--- src/rtl/instruction_fetch_stage.sv ---
// IF stage: owns the PC, addresses the combinational instruction ROM and registers the returned word into IF/ID.
// Latency 1 cycle (address A -> IF/ID next edge); stall freezes PC and IF/ID, a branch reloads PC and flushes IF/ID.
module instruction_fetch_stage #(
  parameter logic [31:0] RESET_PC  = 32'd0,
  parameter logic [31:0] PC_STEP   = 32'd1,
  parameter logic [31:0] NOP_INSTR = 32'hE2800000
) (
  input  logic        clk,
  input  logic        rst,
  input  logic        stall,
  input  logic        branch_taken,
  input  logic [31:0] branch_target,
  output logic [31:0] imem_address,
  input  logic [31:0] imem_instruction,
  output logic [31:0] if_id_pc,
  output logic [31:0] if_id_instruction,
  output logic        if_id_valid,
  output logic [31:0] fetch_count
);

  logic [31:0] pc;
  logic [31:0] pc_plus_step;

  assign imem_address = pc;
  // Modulo-2^32 increment; the wrap from all-ones to zero is intentional.
  assign pc_plus_step = pc + PC_STEP;

  always_ff @(posedge clk) begin
    if (rst) begin
      pc                <= RESET_PC;
      if_id_pc          <= 32'd0;
      if_id_instruction <= NOP_INSTR;
      if_id_valid       <= 1'b0;
      fetch_count       <= 32'd0;
    end else if (branch_taken) begin
      // The word fetched this cycle is wrong-path: drop it and insert a bubble.
      pc                <= branch_target;
      if_id_pc          <= 32'd0;
      if_id_instruction <= NOP_INSTR;
      if_id_valid       <= 1'b0;
    end else if (!stall) begin
      pc                <= pc_plus_step;
      if_id_pc          <= pc_plus_step;
      if_id_instruction <= imem_instruction;
      if_id_valid       <= 1'b1;
      fetch_count       <= fetch_count + 32'd1;
    end
  end

endmodule

--- config.mk ---
export PLATFORM = sky130hd
export DESIGN_NAME = instruction_fetch_stage
export DESIGN_NICKNAME = d
export VERILOG_FILES = /design/src/rtl/instruction_fetch_stage.sv
export SDC_FILE = /design/constraint.sdc
export NUM_CORES = 1
export LEC_CHECK = 0
export ABC_AREA = 1
export CAP_MARGIN = 20
export CORE_UTILIZATION = 47
export CTS_CLUSTER_DIAMETER = 40
export DETAILED_ROUTE_END_ITERATION = 10
export GPL_ROUTABILITY_DRIVEN = 0
export GPL_TIMING_DRIVEN = 0
export HOLD_SLACK_MARGIN = 0.08
export PLACE_DENSITY = 0.87
export SYNTH_ARGS = -nofsm -noshare
export SYNTH_HDL_FRONTEND = slang
export SYNTH_SLANG_ARGS = --single-unit
export TNS_END_PERCENT = 50
--- constraint.sdc ---
create_clock -name clk -period 1.9 [get_ports clk]
set_input_delay 0.285 -clock clk [delete_from_list [all_inputs] [get_ports clk]]
set_output_delay 0.285 -clock clk [all_outputs]
set_load 0.005 [all_outputs]
==> impl_metrics.py <==
metrics = {
    "power_and_ir_drop": {
        "switchingPower_mw": 1.62,
        "total_leakage_power_nw": 3.83,
        "cell_internal_pwr_mw": 5.04,
        "power_frac_comb": 0.116,
        "switching_share": 0.243,
        "totalPowerFinal_mw": 6.66,
        "power.density_mw_per_mm2": 730,
        "ir_drop_mv": 0.468,
        "clock_share_of_power": 0.450,
        "seq_power_share": 0.434,
    },
    "routing": {
        "vias_per_inst": 5.09,
        "drc": 0,
        "detail-route-antenna-nets": 0,
        "routedWlPerCell_um": 14.7,
        "vias": 7034,
        "dr.pass1.iters": 5,
        "detail_route.wirelength_um": 20300,
        "drtIter0Drc": 499,
    },
    "logic_synthesis": {
        "fraction_of_synthesized_cell_area_taken_by_the_top_area_cell_type": 0.404,
        "synth.most_common_cell": "sky130_fd_sc_hd__nand2_1",
        "synth_cells": 980,
        "synthesis.nets": 1050,
        "synth_mux_area_frac": 0,
        "yosysUniqueCellTypes": 34,
        "share_of_async_settable_or_async_resettable_flops_after_synthesis": 0,
        "ys_seq_elements": 129,
        "postSynth.topFlopCell": "sky130_fd_sc_hd__dfxtp_1",
        "synth.top_cells.by_area": "sky130_fd_sc_hd__dfxtp_1, sky130_fd_sc_hd__nand2_1, sky130_fd_sc_hd__nor2_1",
        "post_synth.cell_area_avg_um2": 6.52,
        "xor_xnor_portion_of_the_synthesized_cell_area": 0.0219,
        "yosysWarnings": 0,
        "largest_family_of_logic_cells_by_synthesized_area": "simple AND/OR/NAND/NOR gates",
        "netlist_top_cells_count": "sky130_fd_sc_hd__nand2_1, sky130_fd_sc_hd__nor2_1, sky130_fd_sc_hd__dfxtp_1",
        "post_synth_fa_ha_maj_area_fraction": 0.00392,
        "synth_top_cell_by_area": "sky130_fd_sc_hd__dfxtp_1",
        "share_of_the_synthesized_area_in_compound_gates_ao_oa_aoi_oai": 0.122,
        "synth_simple_gate_area_share": 0.343,
        "synth_enable_flop_cells": 0,
        "synth-seq-area-share": 0.404,
        "netlist_area_mm2": 0.00638,
    },
    "critical_path": {
        "cpMaxStageDelayCell": "sky130_fd_sc_hd__dfxtp_1",
        "worstPathBufferInverterCount": 1,
        "crit_chain": "ha_2 > nand3_1 > nor2_1 > nand2_1 > nand2_1 > nand2_1 > o21ai_0 > inv_1",
        "critPathKind": "flip-flop to flip-flop",
        "worst_setup_path_end_kind": "flip-flop",
        "path_delay_family": "simple AND/OR/NAND/NOR gates",
        "slowest_delay_ns": 0.39,
        "critical-path-top-cell-by-count": "sky130_fd_sc_hd__nand2_1",
        "cp.required_ns": 2.20,
        "kind_of_launch_point_of_the_worst_setup_path": "flip-flop",
        "critical_path.max_fanout": 4,
        "critical_path_arrival_ns": 2.05,
    },
    "timing": {
        "fin_setup_tns_ns": 0,
        "worst_slack_ns": 0.152,
        "maxClockFrequency_mhz": 572,
        "finalSetupViolCount": 0,
        "rsz0062_at_grt": "false",
        "timing.clock.skew_ns": 0.00674,
        "slew_headroom": 0.573,
        "transition_at_the_pin_with_the_smallest_max_transition_slack_ns": 0.641,
        "report.final.hold_viol_count": 0,
        "finalWorstPathRequiredPeriod_ns": 1.75,
        "final_min_period_over_clock_period": 0.920,
        "timing.final.max_slew_violations": 0,
    },
    "floorplan": {
        "top_level_ports": 197,
        "floorplan.initialDensity": 0.482,
        "coreArea_mm2": 0.0132,
        "design.die.area_mm2": 0.0141,
        "dieWidth_um": 119,
        "die_height_um": 119,
        "placement_rows": 42,
    },
    "placed_design": {
        "dpl.hpwl_um": 15100,
        "portBuffers": 194,
        "place_ws_ns": -0.106,
    },
    "final_layout": {
        "areaGrowthSynthToFinish_pct": 43.0,
        "final_layout_size_suffix_gt1_frac": 0.0588,
        "count_of_inserted_antenna_diode_cells": 0,
        "utilization": 0.689,
        "num-nets-final": 1265,
    },
    "clock_network": {
        "cts_hold_buf": 0,
        "worst_setup_hold_path_clk_slew_ns": 0.05,
        "clk-insertion-delay-late_ns": 0.42,
        "clock_sinks": 129,
        "cts.path.max_buffers": 2,
        "h-tree-depth": 4,
        "cts-buffers-inserted": 17,
        "cts_tree": "built",
        "root_buffer": "sky130_fd_sc_hd__clkbuf_16",
    },
    "job": {
        "maxCapViolations": 0,
    },
    "status": {
        "run_status": "completed",
    },
    "global_routing": {
        "via_count_of_the_first_global_routing_pass": 6446,
        "grt_max_degree": 17,
        "gr-total-overflow": 0,
        "antenna_violations_before_repair": 0,
        "grt_first_pass_wirelength_um": 31700,
        "grt_use_total": 0.288,
    },
    "worst_hold_path": {
        "hold_class": "input port to flip-flop",
    },
}
-- power by group through the flow --
stage	sequential (mW)	combinational, mW	clock, mW
global placement	2.94	0.749	0
finish	2.89	0.772	3.00
global route	2.90	0.842	3.16
detailed placement	2.94	0.762	0
CTS	2.89	0.769	3.01
floorplan	2.93	0.318	0
-- final timing paths --
check	start	end	slack, ns	cells after the start
setup / recovery	imem_address[1]	if_id_pc[22]	0.15	8
hold / removal	stall	if_id_instruction[0]	0.17	3
hold reg to reg	if_id_instruction[15]	if_id_instruction[15]	0.46	2
setup reg to reg	imem_address[1]	if_id_pc[22]	0.15	8
-- per-stage QoR --
step | hold slack, ns | instances | area, um^2
floorplan | 0.398 | 980 | 6380
global placement | 0.451 | 1350 | 8550
detailed placement | 0.456 | 1350 | 8550
CTS | 0.168 | 1381 | 9080
global route | 0.189 | 1383 | 9130
finish | 0.171 | 1383 | 9130
-- placed cells by master (no fill, tap or decap), types with 2 or more instances in the layout --
master and n:
sky130_fd_sc_hd__inv_1 128, sky130_fd_sc_hd__clkbuf_1 30, sky130_fd_sc_hd__dfxtp_1 127, sky130_fd_sc_hd__xnor2_1 4, sky130_fd_sc_hd__nor2_4 13, sky130_fd_sc_hd__nand3_2 2, sky130_fd_sc_hd__nand3_1 44, sky130_fd_sc_hd__clkinv_2 6
sky130_fd_sc_hd__buf_1 3, sky130_fd_sc_hd__buf_6 2, sky130_fd_sc_hd__buf_2 6, sky130_fd_sc_hd__nand4_1 9, sky130_fd_sc_hd__o21a_1 2, sky130_fd_sc_hd__xor2_1 11, sky130_fd_sc_hd__clkdlybuf4s50_1 194, sky130_fd_sc_hd__clkbuf_16 17
sky130_fd_sc_hd__a21oi_1 66, sky130_fd_sc_hd__o21ai_0 55, sky130_fd_sc_hd__inv_2 2, sky130_fd_sc_hd__a31oi_1 7, sky130_fd_sc_hd__a22o_1 8, sky130_fd_sc_hd__nor3_1 6, sky130_fd_sc_hd__o21ai_1 7, sky130_fd_sc_hd__nor2_1 150
sky130_fd_sc_hd__nor2_2 3, sky130_fd_sc_hd__nand2_2 4, sky130_fd_sc_hd__buf_4 2, sky130_fd_sc_hd__clkbuf_8 2, sky130_fd_sc_hd__dfxtp_2 2, sky130_fd_sc_hd__nand2_1 282
-- layer usage --
layer | global-route usage | share of wire | up-vias
met5 | 0 | 0 | -
met4 | 0.120 | 0.025 | 0
met3 | 0.0806 | 0.097 | 37
met2 | 0.495 | 0.48 | 314
met1 | 0.335 | 0.40 | 3198
li1 | - | - | 3485
-- registers in the layout (all words and copies together) (netlist names) --
name	cells
if_id_valid	1
imem_address	32
if_id_pc	32
fetch_count	32
if_id_instruction	32
-- logic make-up after synthesis --
kind of cell	count (synthesis)
buf+inv	169
fa+ha+maj	2
compound gates	146
xor+xnor	16
flops	129
simple gates	518
-- repair_timing --
item | CTS | global route
setup endpoints to repair | 0 | 15
resized for setup | 0 | 11
buffers inserted | 0 | 2
-- area by class of cell --
cell class	count	area, um^2
inverters	133	512
clock inverters	7	60.1
clock buffers	24	472
repair buffers	196	1960
multi-input cells	682	3170
well taps	176	220
fillers	1140	4110
flip-flops and latches	129	2580
plain buffers	36	158
-- worst reg2reg max path: cells and delay by family (launching register included) --
family                   cells  cell delay [ns]
AND/OR/NAND/NOR              5             0.74
buffers and inverters        1             0.06
flip-flops                   1             0.39
adder cells (fa/ha/maj)      1             0.23
AO/OA/AOI/OAI                1             0.22
(Power assumes the default switching activity.)
